--- src/rtl/fib_seq_gen.sv ---
// rtl/fib_seq_gen.sv - Fibonacci-class sequence generator with valid/ready term stream
//
// Purpose: emits len terms of t[k] = t[k-2] + t[k-1] starting from two programmable
// seeds. Arithmetic is either modulo 2^DATA_WIDTH or saturating. Each term carries a
// sticky overflow flag. One term is emitted per cycle while the consumer is ready.
//
// Ports:
//   clk, resetn          clock (rising edge), asynchronous active-low reset
//   start, abort         begin a run (IDLE only) / terminate a run (any state)
//   seed0, seed1         terms 0 and 1, sampled on an accepted start
//   len, sat_en          term count and saturate-mode select, sampled on an accepted start
//   out_ready            consumer ready
//   out_valid, out       term stream: valid flag and term value
//   out_idx, out_ovf     0-based term index and overflow-affected flag
//   busy, done           run in progress / one-cycle pulse after the final handshake
module fib_seq_gen #(
   parameter int DATA_WIDTH = 32,
   parameter int CNT_WIDTH  = 16
) (
   input  logic                  clk,
   input  logic                  resetn,
   input  logic                  start,
   input  logic                  abort,
   input  logic [DATA_WIDTH-1:0] seed0,
   input  logic [DATA_WIDTH-1:0] seed1,
   input  logic [CNT_WIDTH-1:0]  len,
   input  logic                  sat_en,
   input  logic                  out_ready,
   output logic                  out_valid,
   output logic [DATA_WIDTH-1:0] out,
   output logic [CNT_WIDTH-1:0]  out_idx,
   output logic                  out_ovf,
   output logic                  busy,
   output logic                  done
);

   typedef enum logic {IDLE = 1'b0, RUN = 1'b1} state_t;

   state_t                state, state_nxt;
   logic [DATA_WIDTH-1:0] a, b;
   logic                  a_ovf, b_ovf;
   logic [CNT_WIDTH-1:0]  idx, len_r;
   logic                  sat_r;
   logic                  done_r, done_nxt;
   logic                  start_ok, hs, last;
   logic [DATA_WIDTH:0]   raw_sum;
   logic                  carry;
   logic [DATA_WIDTH-1:0] sum;

   // One extra bit on the adder exposes the carry used for both saturation and the flag.
   assign raw_sum  = {1'b0, a} + {1'b0, b};
   assign carry    = raw_sum[DATA_WIDTH];
   assign sum      = (sat_r && carry) ? '1 : raw_sum[DATA_WIDTH-1:0];

   assign start_ok = (state == IDLE) && start && !abort;
   assign hs       = (state == RUN) && out_ready && !abort;
   assign last     = (idx == len_r - CNT_WIDTH'(1));

   always_comb begin
      state_nxt = state;
      done_nxt  = 1'b0;
      if (abort) begin
         state_nxt = IDLE;
      end else begin
         case (state)
            IDLE: begin
               if (start) begin
                  // A zero-length run never enters RUN but still reports completion.
                  if (len == '0) done_nxt  = 1'b1;
                  else           state_nxt = RUN;
               end
            end
            RUN: begin
               if (out_ready && last) begin
                  state_nxt = IDLE;
                  done_nxt  = 1'b1;
               end
            end
            default: state_nxt = IDLE;
         endcase
      end
   end

   always_ff @(posedge clk or negedge resetn) begin
      if (!resetn) begin
         state  <= IDLE;
         done_r <= 1'b0;
      end else begin
         state  <= state_nxt;
         done_r <= done_nxt;
      end
   end

   // Term pipeline: a is the term on display, b the next one. Flags shift with the terms
   // and b_ovf accumulates, so once any term overflows all later terms stay flagged.
   always_ff @(posedge clk or negedge resetn) begin
      if (!resetn) begin
         a     <= '0;
         b     <= '0;
         a_ovf <= 1'b0;
         b_ovf <= 1'b0;
         idx   <= '0;
         len_r <= '0;
         sat_r <= 1'b0;
      end else if (start_ok) begin
         a     <= seed0;
         b     <= seed1;
         a_ovf <= 1'b0;
         b_ovf <= 1'b0;
         idx   <= '0;
         len_r <= len;
         sat_r <= sat_en;
      end else if (hs) begin
         a     <= b;
         b     <= sum;
         a_ovf <= b_ovf;
         b_ovf <= carry | a_ovf | b_ovf;
         idx   <= idx + CNT_WIDTH'(1);
      end
   end

   assign out_valid = (state == RUN);
   assign busy      = (state == RUN);
   assign out       = a;
   assign out_idx   = idx;
   assign out_ovf   = a_ovf;
   assign done      = done_r;

endmodule

--- config.mk ---
export PLATFORM = sky130hd
export DESIGN_NAME = fib_seq_gen
export DESIGN_NICKNAME = d
export VERILOG_FILES = /design/src/rtl/fib_seq_gen.sv
export SDC_FILE = /design/constraint.sdc
export NUM_CORES = 1
export LEC_CHECK = 0
export BUFFER_PORTS_ARGS = -buffer_cell sky130_fd_sc_hd__buf_4
export CORE_MARGIN = 4
export CORE_UTILIZATION = 50
export CTS_CLUSTER_SIZE = 8
export DETAILED_ROUTE_END_ITERATION = 10
export GPL_TIMING_DRIVEN = 0
export PLACE_DENSITY_LB_ADDON = 0.2
export SLEW_MARGIN = 10
export SYNTH_ARGS = -nofsm -noshare
export SYNTH_HDL_FRONTEND = slang
export SYNTH_SLANG_ARGS = --single-unit
--- constraint.sdc ---
create_clock -name clk -period 4.3 [get_ports clk]
set_input_delay 0.86 -clock clk [delete_from_list [all_inputs] [get_ports clk]]
set_output_delay 0.86 -clock clk [all_outputs]
set_load 0.1 [all_outputs]
==> results.json, run 1 <==
{
  "nFillCells": 1088,
  "synth_cell_type_count": 61,
  "clk_pin_slew_worst_paths_ns": 0.07,
  "rr_worst_depth": 11,
  "leakage_nw": 3.69,
  "critPathLaunchType": "flop",
  "maxCapViolations": 0,
  "ys_seq_elements": 101,
  "critPathKind": "reg -> reg",
  "dieArea_mm2": 0.0145,
  "grt_overflow": 0,
  "numClockSinks": 101,
  "place.gp.congestion": 0.978,
  "synth.cell_area_mm2": 0.00632,
  "peakVddDrop_mv": 0.385,
  "required_ns": 4.53,
  "whs_path_depth": 2,
  "first_pass_iters": 7,
  "crit_arrival_ns": 3.50,
  "power_mw": 5.04,
  "multiInputGateArea_mm2": 0.00361,
  "synth_fp_nets": 860,
  "die_h_um": 120,
  "p_per_area_mw_per_mm2": 641,
  "route.detailed.drc": 0,
  "worst_pin_slew_ns": 1.28,
  "finalSetupViolCount": 0,
  "clock_latency_ns": 0.36,
  "worstPathMaxFanout": 10,
  "antenna_found_initial": 0,
  "syn_area_per_cell_um2": 8.56,
  "crit_path_end_kind": "flop",
  "area_growth_pct": 24.4,
  "cts_buffers": 9,
  "hold_slack_ns": 0.500,
  "core_area_mm2": 0.0122,
  "synthTopCellsByArea": "dfrtp_1, nand2_1, ha_1, a21oi_1, xor2_1",
  "register_area_mm2": 0.00253,
  "grt_usage": 0.250,
  "synth.most_common_cell": "nand2_1",
  "grt_pass1_vias": 5966,
  "cts_root_buf": "clkbuf_16",
  "drive_gt1_frac": 0.187,
  "postRouteAntennaNets": 0,
  "synthFlopType": "dfrtp_1",
  "placed_cells": 1044,
  "diodes": 0,
  "fp.dieW_um": 120,
  "r2r-end": "b[12]",
  "synth_edf_count": 0,
  "report.final.slew_viol_count": 0,
  "cts_max_level": 3,
  "synth_seq_area_share": 0.400,
  "port_buffers": 137,
  "period_minus_slack_ns": 3.27,
  "placementRows": 40,
  "synth_commonest_cells": "nand2_1, dfrtp_1, a21oi_1, nor2_1, xor2_1",
  "setup_tns_ns": 0,
  "cp-endpoint": "b[12]",
  "via_per_inst": 5.81,
  "yosys_warnings": 0,
  "synthCells": 739,
  "fmax_mhz": 306,
  "rsz0062_at_grt": "false",
  "fin_util": 0.644,
  "timing.critical_path.from": "b[0]",
  "wirelength_um": 17900,
  "io_pins": 138,
  "vias": 6148,
  "dp_hpwl_um": 13600,
  "yosysTopAreaCell": "dfrtp_1",
  "skew_ns": 0.00995,
  "initial_core_util": 0.518,
  "yosysTopAreaCellShare": 0.400,
  "hold_class": "reg -> reg",
  "cts_max_path_buffers": 2,
  "status": "complete, no violations",
  "num-nets-final": 1008,
  "hold_buffers": 0,
  "grt_max_degree": 102,
  "post-route-period-util": 0.759,
  "finalHoldViolCount": 0,
  "cts_setup_buffers": 0,
  "r2r-start": "b[0]",
  "slew_headroom": 0.146,
  "grt_pass1_wl_um": 29500,
  "instances_no_fill": 1059,
  "cts_tree": "yes",
  "drt-initial-drc-count": 436,
  "post_drt_wl_per_cell_um": 16.9,
  "r2r_slack_ns": 1.03,
  "async_flop_share": 1.00,
  "cts_resized": 0
}
## critical path: stages (launching register included)
cell and delay (ns):
dfrtp_1 0.41, ha_1 0.26, fa_1 0.42, a21o_1 0.22
a31oi_1 0.37, or4_1 0.22, nand3b_1 0.15, a41o_1 0.27
a21oi_1 0.18, buf_2 0.27, buf_2 0.27, a21oi_1 0.11
## routing by layer
layer / vias to the layer above / part of all wire / global-route usage
li1: 2954 / - / -
met1: 2948 / 0.45 / 0.345
met2: 222 / 0.47 / 0.402
met3: 24 / 0.066 / 0.0393
met4: 0 / 0.019 / 0.0864
met5: - / 0 / 0
## stage by stage
stage,cell area [µm²],worst slack [ns]
2_1_floorplan,6320,1.11
3_3_place_gp,7560,1.18
3_5_place_dp,7560,1.12
4_1_cts,7870,1.10
5_1_grt,7870,0.898
6_report,7870,1.03
## flip-flops by register name (all words and copies together) (netlist names)
name	cells
done	1
out_ovf	1
b_ovf	1
out_idx	16
sat_r	1
busy	1
b	32
out	32
len_r	16
## where the power goes
group / switching, mW / leakage, nW / total [mW] / internal [mW]
combinational: 1.84 / 2.31 / 2.81 / 0.975
sequential: 0.222 / 1.23 / 1.39 / 1.17
clock: 0.356 / 0.141 / 0.836 / 0.480
total: 2.41 / 3.69 / 5.04 / 2.63
## how the worst min path moves through the flow
stage / startpoint / endpoint
3_3_place_gp: b_ovf / b_ovf
2_1_floorplan: sat_r / sat_r
5_1_grt: sat_r / sat_r
3_5_place_dp: sat_r / sat_r
4_1_cts: sat_r / sat_r
6_report: len_r[15] / len_r[15]
## layout make-up
| cell class | count | share of cell area |
|---|---|---|
| buffer | 36 | 0.0185 |
| tap | 168 | 0.0267 |
| inverter | 10 | 0.00477 |
| timing repair buffer | 137 | 0.131 |
| sequential | 101 | 0.321 |
| multi-input combinational | 592 | 0.459 |
| clock inverter | 3 | 0.00573 |
| clock buffer | 12 | 0.0326 |
## cell usage in the layout, fill, tap and decap left out, types with 3 or more instances in the layout
master,Yosys,final
buf_4,2,138
nor3b_1,3,3
nand4_1,13,13
o211ai_1,5,5
nor3_1,11,11
clkbuf_16,0,9
o21ai_0,35,35
a22oi_1,32,32
o21a_1,3,3
clkbuf_1,30,31
and2_1,5,5
nand2_1,155,155
xor2_1,37,37
nor2_1,40,40
a21oi_1,68,68
inv_1,10,10
dfrtp_1,101,101
a31oi_1,7,7
nor4_1,5,5
or2_2,3,3
ha_1,34,34
xnor2_1,23,23
nand3_1,15,15
a211oi_1,8,8
o22ai_1,28,28
and3_1,8,8
a21o_1,10,10
nand3b_1,3,3
## logic make-up (layout without fill, tap and decap cells)
kind of cell,count (synthesis),count (layout),synth area share
AO/OA/AOI/OAI,220,220,0.218
XOR/XNOR,60,60,0.0831
adder cells (fa/ha/maj),35,35,0.0705
buffers and inverters,46,198,0.0289
flip-flops,101,101,0.400
multiplexers,1,1,0.00178
AND/OR/NAND/NOR,276,276,0.198
Power figures use the tool's default switching activity.
==> run 2: changes to the inputs <==
- clock period: 4.3 -> 3 ns (I/O delays scaled with it)
==> results.json, run 2 (synthesis results as in run 1) <==
{
  "fmax_mhz": 353,
  "cts_buffers": 9,
  "nFillCells": 1071,
  "fp.dieW_um": 120,
  "crit_path_end_kind": "flop",
  "slew_headroom": 0.360,
  "crit_path_frequent_cell": "a21oi_1",
  "grt_pass1_vias": 5988,
  "numClockSinks": 101,
  "finalHoldViolCount": 0,
  "drive_gt1_frac": 0.195,
  "period_minus_slack_ns": 2.84,
  "slowest_delay_ns": 0.41,
  "critPathKind": "reg -> reg",
  "via_per_inst": 5.79,
  "dp_hpwl_um": 13800,
  "post-route-period-util": 0.945,
  "peakVddDrop_mv": 0.594,
  "cts_tree": "yes",
  "core_area_mm2": 0.0122,
  "rsz0062_at_grt": "false",
  "r2r-start": "b[4]",
  "area_growth_pct": 24.9,
  "drt-initial-drc-count": 415,
  "crit_arrival_ns": 3.07,
  "place.gp.congestion": 0.931,
  "required_ns": 3.23,
  "clk_pin_slew_worst_paths_ns": 0.07,
  "critPathLaunchType": "flop",
  "timing.critical_path.from": "b[4]",
  "grt_overflow": 0,
  "postRouteAntennaNets": 0,
  "report.final.slew_viol_count": 0,
  "p_per_area_mw_per_mm2": 918,
  "skew_ns": 0.00944,
  "leakage_nw": 3.70,
  "route.detailed.drc": 0,
  "die_h_um": 120,
  "cts_root_buf": "clkbuf_16",
  "wirelength_um": 18300,
  "post_drt_wl_per_cell_um": 17.2,
  "grt_pass1_wl_um": 30000,
  "maxCapViolations": 0,
  "hold_buffers": 0,
  "first_pass_iters": 5,
  "post_dp_cell_area_mm2": 0.00757,
  "final_common_cell": "nand2_1",
  "final_area_mm2": 0.00790,
  "grt_max_degree": 102,
  "antenna_found_initial": 0,
  "placementRows": 40,
  "worstPathMaxFanout": 6,
  "path_cells": "ha_1 -> a21oi_1 -> o21ai_0 -> o21ai_1 -> nand4_1 -> and2_1 -> a311oi_1 -> xor2_1 -> a21oi_1",
  "port_buffers": 137,
  "cts_max_path_buffers": 2,
  "hold_class": "in -> async",
  "finalSetupViolCount": 0,
  "final_cell_mix": "nand2_1, buf_4, dfrtp_1, a21oi_1, nor2_1",
  "num-nets-final": 1010,
  "vias": 6147,
  "cts_max_level": 3,
  "io_pins": 138,
  "worst_pin_slew_ns": 0.960,
  "clock_latency_ns": 0.36,
  "slowest_stage": "dfrtp_1",
  "power_mw": 7.25,
  "initial_core_util": 0.518,
  "grt_usage": 0.255,
  "status": "complete, no violations",
  "dieArea_mm2": 0.0145,
  "diodes": 0
}
## run 2: changes by cell type in the layout (fill, tap and decap cells not counted), moves of 3 or more
cell and delta:
buf_4 +4, clkbuf_1 +3, dfrtp_1 -3, dfrtp_2 +3
## run 2: worst paths after layout
| kind | endpoint | slack (ns) | depth (start not counted) |
|---|---|---|---|
| worst max-delay path | b[27] | 0.16 | 9 |
| worst min-delay path | out[25] | 0.35 | 1 |
| worst max register to register | b[27] | 0.16 | 9 |
| worst min register to register | b_ovf | 0.49 | 2 |
| max in group asynchronous | out[0] | 1.91 | 1 |
| min in group clk | len_r[9] | 0.44 | 3 |
## run 2: cell type report
class	instances	area (µm²)	share of cell area
plain buffers	36	151	0.0192
clock buffers	14	244	0.0309
clock inverters	2	35.0	0.00444
inverters	10	37.5	0.00475
multi-input cells	592	3640	0.461
flip-flops and latches	101	2530	0.321
well taps	168	210	0.0266
repair buffers	139	1050	0.133
## run 2: worst max-delay path: cells and delay by family (launching register included)
kind                       cells  cell delay, ns
and+or+nand+nor                2            0.45
xor gates and xnor gates       1            0.18
DFF                            1            0.41
adders and majority gates      1            0.41
AOI/OAI and AO/OA              5            1.24
## run 2: what timing repair did
action	in CTS	in global routing
setup endpoints to repair	21	23
pin swaps	0	1
buffers inserted	0	2
gates resized for setup	5	5
## run 2: routing by layer
metal	routed length, µm	up-vias	GRT usage
met4	312	0	0.0836
met2	8730	184	0.411
met5	0	-	0
li1	-	2965	-
met3	1020	22	0.0435
met1	8240	2976	0.350
## run 2: report_power, final
group	total, mW	switching, mW	leakage [nW]	internal [mW]
Combinational	4.09	2.67	2.33	1.42
Clock	1.16	0.512	0.135	0.648
Sequential	2.00	0.318	1.23	1.68
## run 2: through the flow
step | setup TNS [ns] | hold slack, ns | cells | setup slack, ns | util
final | 0 | 0.345 | 1062 | 0.165 | 0.647
after global routing | 0 | 0.445 | 1062 | 0.00609 | 0.647
after CTS | 0 | 0.414 | 1060 | 0.0101 | 0.644
after detailed placement | -2.46 | 0.465 | 1044 | -0.174 | 0.620
after global placement | -1.76 | 0.465 | 1044 | -0.121 | 0.619
after floorplan | 0 | 0.304 | 739 | 0.00817 | -
